[config.mk]
export PLATFORM = sky130hd
export DESIGN_NAME = alu_arbiter_flat
export DESIGN_NICKNAME = d
export VERILOG_FILES = /design/src/rtl/alu_arb_pkg.sv /design/src/rtl/alu_arbiter_if.sv /design/src/rtl/rr_arb2.sv /design/src/rtl/alu_arbiter.sv /design/src/flat_wrapper.sv
export SDC_FILE = /design/constraint.sdc
export NUM_CORES = 1
export LEC_CHECK = 0
export ABC_AREA = 1
export CORE_MARGIN = 2
export CORE_UTILIZATION = 45
export DETAILED_ROUTE_END_ITERATION = 6
export DONT_BUFFER_PORTS = 1
export HOLD_SLACK_MARGIN = 0.06
export SETUP_SLACK_MARGIN = 0.3
export SYNTH_ARGS = -nofsm -noshare
export SYNTH_HDL_FRONTEND = slang
export SYNTH_SLANG_ARGS = --single-unit
[constraint.sdc]
create_clock -name clk -period 1.11 [get_ports clk]
set_input_delay 0.333 -clock clk [delete_from_list [all_inputs] [get_ports clk]]
set_output_delay 0.333 -clock clk [all_outputs]
set_load 0.03 [all_outputs]
[src/rtl/alu_arb_pkg.sv]
// Shared types and constants for the two-requester ALU arbiter.
package alu_arb_pkg;

    typedef enum logic [1:0] {
        IDLE = 2'd0,
        EXEC = 2'd1,
        RESP = 2'd2
    } arb_state_t;

    localparam logic [1:0] OP_AND = 2'd0;
    localparam logic [1:0] OP_OR  = 2'd1;
    localparam logic [1:0] OP_ADD = 2'd2;
    localparam logic [1:0] OP_SUB = 2'd3;

endpackage

[src/rtl/alu_arbiter_if.sv]
// Requester, shared-ALU and response signals of alu_arbiter.
// Optional macro ALU_ARB_FLAGS_EN adds the rsp_zero flag.
interface alu_arbiter_if #(
    parameter int WIDTH = 4,
    parameter int OPW   = 2
);
    logic             req0_valid;
    logic             req0_ready;
    logic [WIDTH-1:0] req0_a;
    logic [WIDTH-1:0] req0_b;
    logic [OPW-1:0]   req0_op;

    logic             req1_valid;
    logic             req1_ready;
    logic [WIDTH-1:0] req1_a;
    logic [WIDTH-1:0] req1_b;
    logic [OPW-1:0]   req1_op;

    logic [WIDTH-1:0] alu_a;
    logic [WIDTH-1:0] alu_b;
    logic [OPW-1:0]   alu_op;
    logic [WIDTH-1:0] alu_y;
    logic             alu_cout;

    logic             rsp_valid;
    logic             rsp_ready;
    logic             rsp_id;
    logic [WIDTH-1:0] rsp_y;
    logic             rsp_cout;
`ifdef ALU_ARB_FLAGS_EN
    logic             rsp_zero;
`endif

    // environment side: requesters, ALU and response consumer
    modport master (
`ifdef ALU_ARB_FLAGS_EN
        input  rsp_zero,
`endif
        output req0_valid, req0_a, req0_b, req0_op,
        output req1_valid, req1_a, req1_b, req1_op,
        output alu_y, alu_cout, rsp_ready,
        input  req0_ready, req1_ready,
        input  alu_a, alu_b, alu_op,
        input  rsp_valid, rsp_id, rsp_y, rsp_cout
    );

    // arbiter side
    modport slave (
`ifdef ALU_ARB_FLAGS_EN
        output rsp_zero,
`endif
        input  req0_valid, req0_a, req0_b, req0_op,
        input  req1_valid, req1_a, req1_b, req1_op,
        input  alu_y, alu_cout, rsp_ready,
        output req0_ready, req1_ready,
        output alu_a, alu_b, alu_op,
        output rsp_valid, rsp_id, rsp_y, rsp_cout
    );

endinterface

[src/rtl/rr_arb2.sv]
// Two-way round-robin grant. last=1 means requester 1 won the previous
// grant, so requester 0 wins a tie.
module rr_arb2 (
    input  logic [1:0] req,
    input  logic       last,
    output logic [1:0] gnt
);

    // a lone request always wins; a tie goes to the one not granted last
    always_comb begin
        gnt    = 2'b00;
        gnt[0] = req[0] & (~req[1] | last);
        gnt[1] = req[1] & (~req[0] | ~last);
    end

endmodule

[src/rtl/alu_arbiter.sv]
// Shares one combinational ALU between two requesters, one operation in
// flight at a time. Optional macro ALU_ARB_FLAGS_EN adds rsp_zero.
//
// state | meaning
// IDLE  | waiting for a request; grant pulses ready and latches operands
// EXEC  | operands held on alu_*; ALU result captured at end of cycle
// RESP  | rsp_valid high, response held until rsp_ready
module alu_arbiter
    import alu_arb_pkg::*;
#(
    parameter int WIDTH = 4,
    parameter int OPW   = 2
) (
    input  logic           clk,
    input  logic           rst_n,
    alu_arbiter_if.slave   bus
);

    arb_state_t       state_q;
    arb_state_t       state_d;
    logic             last_q;
    logic [1:0]       req;
    logic [1:0]       gnt;
    logic [1:0]       ready;
    logic             accept;
    logic             capture;
    logic             rsp_valid;

    logic [WIDTH-1:0] alu_a_q;
    logic [WIDTH-1:0] alu_b_q;
    logic [OPW-1:0]   alu_op_q;
    logic             rsp_id_q;
    logic [WIDTH-1:0] rsp_y_q;
    logic             rsp_cout_q;
`ifdef ALU_ARB_FLAGS_EN
    logic             rsp_zero_q;
`endif

    assign req = {bus.req1_valid, bus.req0_valid};

    rr_arb2 u_rr_arb2 (
        .req  (req),
        .last (last_q),
        .gnt  (gnt)
    );

    // state register
    always_ff @(posedge clk) begin
        if (!rst_n) begin
            state_q <= IDLE;
        end else begin
            state_q <= state_d;
        end
    end

    // next state, handshakes and load strobes
    always_comb begin
        state_d   = state_q;
        ready     = 2'b00;
        accept    = 1'b0;
        capture   = 1'b0;
        rsp_valid = 1'b0;
        case (state_q)
            IDLE: begin
                if (|gnt) begin
                    ready   = rst_n ? gnt : 2'b00;
                    accept  = 1'b1;
                    state_d = EXEC;
                end
            end
            EXEC: begin
                capture = 1'b1;
                state_d = RESP;
            end
            RESP: begin
                rsp_valid = 1'b1;
                if (bus.rsp_ready) begin
                    state_d = IDLE;
                end
            end
            default: state_d = IDLE;
        endcase
    end

    // operand latch, owner id and round-robin history on acceptance
    always_ff @(posedge clk) begin
        if (!rst_n) begin
            alu_a_q  <= '0;
            alu_b_q  <= '0;
            alu_op_q <= '0;
            rsp_id_q <= 1'b0;
            last_q   <= 1'b1;
        end else if (accept) begin
            alu_a_q  <= gnt[1] ? bus.req1_a  : bus.req0_a;
            alu_b_q  <= gnt[1] ? bus.req1_b  : bus.req0_b;
            alu_op_q <= gnt[1] ? bus.req1_op : bus.req0_op;
            rsp_id_q <= gnt[1];
            last_q   <= gnt[1];
        end
    end

    // ALU result capture at the end of EXEC; held through RESP
    always_ff @(posedge clk) begin
        if (!rst_n) begin
            rsp_y_q    <= '0;
            rsp_cout_q <= 1'b0;
`ifdef ALU_ARB_FLAGS_EN
            rsp_zero_q <= 1'b0;
`endif
        end else if (capture) begin
            rsp_y_q    <= bus.alu_y;
            rsp_cout_q <= bus.alu_cout;
`ifdef ALU_ARB_FLAGS_EN
            rsp_zero_q <= (bus.alu_y == '0);
`endif
        end
    end

    assign bus.req0_ready = ready[0];
    assign bus.req1_ready = ready[1];
    assign bus.alu_a      = alu_a_q;
    assign bus.alu_b      = alu_b_q;
    assign bus.alu_op     = alu_op_q;
    assign bus.rsp_valid  = rsp_valid;
    assign bus.rsp_id     = rsp_id_q;
    assign bus.rsp_y      = rsp_y_q;
    assign bus.rsp_cout   = rsp_cout_q;
`ifdef ALU_ARB_FLAGS_EN
    assign bus.rsp_zero   = rsp_zero_q;
`endif

endmodule
[src/flat_wrapper.sv]
// flat-port wrapper written by rule: the top's interface ports become plain ports
module alu_arbiter_flat import alu_arb_pkg::*;
#(
    parameter int WIDTH = 4,
    parameter int OPW   = 2
)
  (clk, rst_n, bus_req0_valid, bus_req0_a, bus_req0_b, bus_req0_op, bus_req1_valid, bus_req1_a, bus_req1_b, bus_req1_op, bus_alu_y, bus_alu_cout, bus_rsp_ready, bus_req0_ready, bus_req1_ready, bus_alu_a, bus_alu_b, bus_alu_op, bus_rsp_valid, bus_rsp_id, bus_rsp_y, bus_rsp_cout);
  alu_arbiter_if #(.WIDTH(WIDTH), .OPW(OPW)) bus_i ();
  input  logic clk;
  input  logic rst_n;
  input wire logic [$bits(bus_i.req0_valid)-1:0] bus_req0_valid;
  input wire logic [$bits(bus_i.req0_a)-1:0] bus_req0_a;
  input wire logic [$bits(bus_i.req0_b)-1:0] bus_req0_b;
  input wire logic [$bits(bus_i.req0_op)-1:0] bus_req0_op;
  input wire logic [$bits(bus_i.req1_valid)-1:0] bus_req1_valid;
  input wire logic [$bits(bus_i.req1_a)-1:0] bus_req1_a;
  input wire logic [$bits(bus_i.req1_b)-1:0] bus_req1_b;
  input wire logic [$bits(bus_i.req1_op)-1:0] bus_req1_op;
  input wire logic [$bits(bus_i.alu_y)-1:0] bus_alu_y;
  input wire logic [$bits(bus_i.alu_cout)-1:0] bus_alu_cout;
  input wire logic [$bits(bus_i.rsp_ready)-1:0] bus_rsp_ready;
  output wire logic [$bits(bus_i.req0_ready)-1:0] bus_req0_ready;
  output wire logic [$bits(bus_i.req1_ready)-1:0] bus_req1_ready;
  output wire logic [$bits(bus_i.alu_a)-1:0] bus_alu_a;
  output wire logic [$bits(bus_i.alu_b)-1:0] bus_alu_b;
  output wire logic [$bits(bus_i.alu_op)-1:0] bus_alu_op;
  output wire logic [$bits(bus_i.rsp_valid)-1:0] bus_rsp_valid;
  output wire logic [$bits(bus_i.rsp_id)-1:0] bus_rsp_id;
  output wire logic [$bits(bus_i.rsp_y)-1:0] bus_rsp_y;
  output wire logic [$bits(bus_i.rsp_cout)-1:0] bus_rsp_cout;
  assign bus_i.req0_valid = bus_req0_valid;
  assign bus_i.req0_a = bus_req0_a;
  assign bus_i.req0_b = bus_req0_b;
  assign bus_i.req0_op = bus_req0_op;
  assign bus_i.req1_valid = bus_req1_valid;
  assign bus_i.req1_a = bus_req1_a;
  assign bus_i.req1_b = bus_req1_b;
  assign bus_i.req1_op = bus_req1_op;
  assign bus_i.alu_y = bus_alu_y;
  assign bus_i.alu_cout = bus_alu_cout;
  assign bus_i.rsp_ready = bus_rsp_ready;
  assign bus_req0_ready = bus_i.req0_ready;
  assign bus_req1_ready = bus_i.req1_ready;
  assign bus_alu_a = bus_i.alu_a;
  assign bus_alu_b = bus_i.alu_b;
  assign bus_alu_op = bus_i.alu_op;
  assign bus_rsp_valid = bus_i.rsp_valid;
  assign bus_rsp_id = bus_i.rsp_id;
  assign bus_rsp_y = bus_i.rsp_y;
  assign bus_rsp_cout = bus_i.rsp_cout;
  alu_arbiter #(.WIDTH(WIDTH), .OPW(OPW)) u_core (.clk(clk), .rst_n(rst_n), .bus(bus_i));
endmodule
==> results of run 1 <==
-- critical path, stage by stage, from the launching register on --
cell	delay, ps
dfxtp_4	380
nor2_4	150
nand3_4	100
nor2_4	200
-- worst paths after layout --
check                                        from                   to  slack [ps]  cells after the start
worst min-delay path                        rst_n        u_core.last_q         120                      1
worst max-delay path            u_core.state_q[0]       bus_req1_ready        -350                      3
worst min register to register      u_core.last_q        u_core.last_q         500                      2
worst max register to register  u_core.state_q[0]  u_core.bus.alu_b[2]         -60                      8
-- cell type report --
class,count,area (µm²)
clock buffer,3,22.5
clock inverter,1,5.00
timing repair buffer,14,156
tap,27,33.8
sequential,19,449
fill,178,614
inverter,26,105
multi-input combinational,106,596
-- sequential cells by signal (all words and copies together), names as in the netlist --
register             cells
u_core.bus.alu_a         4
u_core.bus.alu_b         4
u_core.bus.alu_op        2
u_core.bus.rsp_cout      1
u_core.bus.rsp_id        1
u_core.bus.rsp_y         4
u_core.last_q            1
u_core.state_q           2
-- report_power, final --
part	switching, µW	leakage (µW)	internal (µW)	total (µW)
combinational	292	0.000479	251	543
sequential	190	0.000169	775	965
clock	217	0.0000177	134	351
total	699	0.000666	1160	1860
-- metrics by stage --
stage	TNS [ps]	setup slack, ps	hold slack [ps]	util (%)	cell area [µm²]
floorplan	-23.5	-18.7	459	-	1020
global placement	-16.1	-16.1	431	56.6	1120
detailed placement	-37.2	-33.1	431	56.6	1120
CTS	-978	-344	106	65.2	1290
global route	-2690	-398	110	69.0	1370
finish	-1560	-346	119	69.0	1370
-- repair_timing --
item / 4_1_cts / 5_1_grt
hold buffers: 0 / 0
pin swaps: 11 / 14
buffers inserted: 1 / 3
resized for setup: 52 / 17
gates cloned: 1 / 0
setup endpoints to repair: 38 / 38
-- synth_stat cells --
| cell | count | area [µm²] |
|---|---|---|
| nor2_1 | 45 | 169 |
| nand2_1 | 44 | 165 |
| inv_1 | 26 | 97.6 |
| dfxtp_1 | 19 | 380 |
| o21ai_0 | 6 | 30.0 |
| buf_6 | 2 | 22.5 |
| nand2_2 | 2 | 12.5 |
| nand3_1 | 2 | 10.0 |
| a21oi_1 | 1 | 5.00 |
| a21oi_2 | 1 | 8.76 |
| buf_2 | 1 | 5.00 |
| buf_4 | 1 | 7.51 |
| nor2_2 | 1 | 6.26 |
| nor2_8 | 1 | 20.0 |
| nor3_1 | 1 | 5.00 |
| o21ai_2 | 1 | 8.76 |
-- metal layers --
layer  wire length [µm]  global-route usage [%]  share of wire, %  vias up
met4                 22                    6.94               1.0        0
met1                880                    21.5                41      370
li1                   -                       -                 -      480
met5                  0                       0                 0        -
met3                120                    4.55               5.7        3
met2               1100                    32.7                52       29
-- kinds of logic (layout without fill, tap and decap cells) --
kind of cell / count (synthesis) / in the layout / synth area share, %
AND/OR/NAND/NOR: 96 / 97 / 40.7
buffers and inverters: 30 / 44 / 13.9
flip-flops: 19 / 19 / 39.9
AO/OA/AOI/OAI: 9 / 9 / 5.51
==> tab_implementation.tex, run 1 <==
\begin{tabular}{lr}
\hline
Metric & Value \\
\hline
\multicolumn{2}{l}{\textbf{Outcome}} \\
Run status & finished with violations \\
Violated checks & setup timing \\
\multicolumn{2}{l}{\textbf{Logic synthesis}} \\
\#FFs+latches synth & 19 \\
Area of the mapped netlist & about 950 µm² \\
Synthesized area per cell & between 6 and 7 µm² \\
Distinct cells, synth & 16 \\
Portion of the post-synthesis area used by sequential elements & between 30\% and 40\% \\
Gate Count Post-Synth & approximately 150 \\
Number of warning messages in the yosys log & 0 \\
Post-Syn Nets & between 150 and 200 \\
\multicolumn{2}{l}{\textbf{Place}} \\
Detailed placer's ending HPWL & between 1000 and 1500 µm \\
Cells after DPL & around 190 \\
Number of I/O port buffers & 0 \\
Routability Congestion & 0.679 \\
\multicolumn{2}{l}{\textbf{Finish}} \\
Post-synthesis to final-layout area growth & 43.4\% \\
Number of standard cells in the final layout excluding fillers & between 150 and 200 \\
Net count reported at finish & 200 \\
Leading cell types in the layout, fill and taps excluded & nor2\_1, nand2\_1, inv\_1 \\
Most common cell after layout, fill and taps aside & nor2\_1 \\
Proportion of layout cells with a drive suffix above 1 & 44.4\% \\
Antenna diode count & 0 \\
\multicolumn{2}{l}{\textbf{Timing}} \\
Transition time of the tightest slew-check pin & $\sim$350 ps \\
Fin crit period & around 1500 ps \\
Worst setup margin & -346 ps \\
Timing-limited maximum frequency & 687 MHz \\
Worst clock skew & 1.71 ps \\
Unrepaired setup endpoints after global routing & true \\
Headroom to the max-slew limit & about three quarters \\
Number of hold violations in the final report & 0 \\
Period utilization & 131\% \\
Final count of negative-setup-slack endpoints & 19 \\
Final Max Tran Viols & 0 \\
\multicolumn{2}{l}{\textbf{Die}} \\
Total die area & about 0.0025 mm² \\
Ports & a little under 50 \\
Die H & between 50 and 60 µm \\
Starting density of the core & between 40 and 50\% \\
Horizontal die dimension & 50.0 µm \\
Number of core rows & 16 \\
Total core area & roughly 0.0020 mm² \\
\multicolumn{2}{l}{\textbf{Pwr}} \\
Maximum VDD drop & just under 0.8 mV \\
Leakage & between 0.0006 and 0.0007 µW \\
Total power after layout & 1860 µW \\
Power Density & $\sim$1400 mW/mm² \\
\multicolumn{2}{l}{\textbf{Detailed routing}} \\
Detailed-route wire length per cell & about 11 µm \\
Via-to-Cell Ratio & 4.50 \\
Pre-antenna DRT Iters & 2 \\
Total wire length after detailed routing & about 2100 µm \\
First DRT Iteration DRCs & 5 \\
Detail Route Antenna Nets & 0 \\
Via count of the routed design & between 800 and 900 \\
Post-detailed-route DRC marker count & 0 \\
\multicolumn{2}{l}{\textbf{Global routing}} \\
Number of global-route vias before repair & approximately 840 \\
Global-route wire length before repair & $\sim$3500 µm \\
Overall Global Routing Usage & 18.6\% \\
Largest net degree at the start of global routing & 21 \\
Antenna violations before repair & 0 \\
GR Overflow Total & 0 \\
\multicolumn{2}{l}{\textbf{Critical path}} \\
Worst Path Arrival & around 1100 ps \\
Crit. End Element & output pin \\
Worst Setup Start Kind & flip-flop \\
CP Class & flip-flop to output pin \\
Worst path required time & $\sim$800 ps \\
Largest fanout on the critical path & 3 \\
\multicolumn{2}{l}{\textbf{Clocking}} \\
Clock slew at the register clock pins of the worst setup and hold paths & around 110 ps \\
Clock latency reported for the late side of the worst-skew pair & 300 ps \\
Number of levels in the clock H-tree & 1 \\
Clock tree from TritonCTS & done \\
Number of buffers created by CTS & 3 \\
TritonCTS sink count & 19 \\
CTS root buf & clkbuf\_4 \\
Maximum clock path buffer count & 2 \\
\multicolumn{2}{l}{\textbf{Job}} \\
Max-cap check violation count & 0 \\
\multicolumn{2}{l}{\textbf{Worst hold path}} \\
Tightest Hold Check Type & primary input to flip-flop \\
\hline
\end{tabular}
No activity file was read; power rests on OpenSTA's default activity.
==> inputs of run 2 (changes only) <==
--- a/config.mk
+++ b/config.mk
@@ -12,6 +12,7 @@
 export DONT_BUFFER_PORTS = 1
 export HOLD_SLACK_MARGIN = 0.06
 export SETUP_SLACK_MARGIN = 0.3
+export SLEW_MARGIN = 20
 export SYNTH_ARGS = -nofsm -noshare
 export SYNTH_HDL_FRONTEND = slang
 export SYNTH_SLANG_ARGS = --single-unit
==> results of run 2 <==
No change in the layout: final DEF, timing and power equal those of run 1.
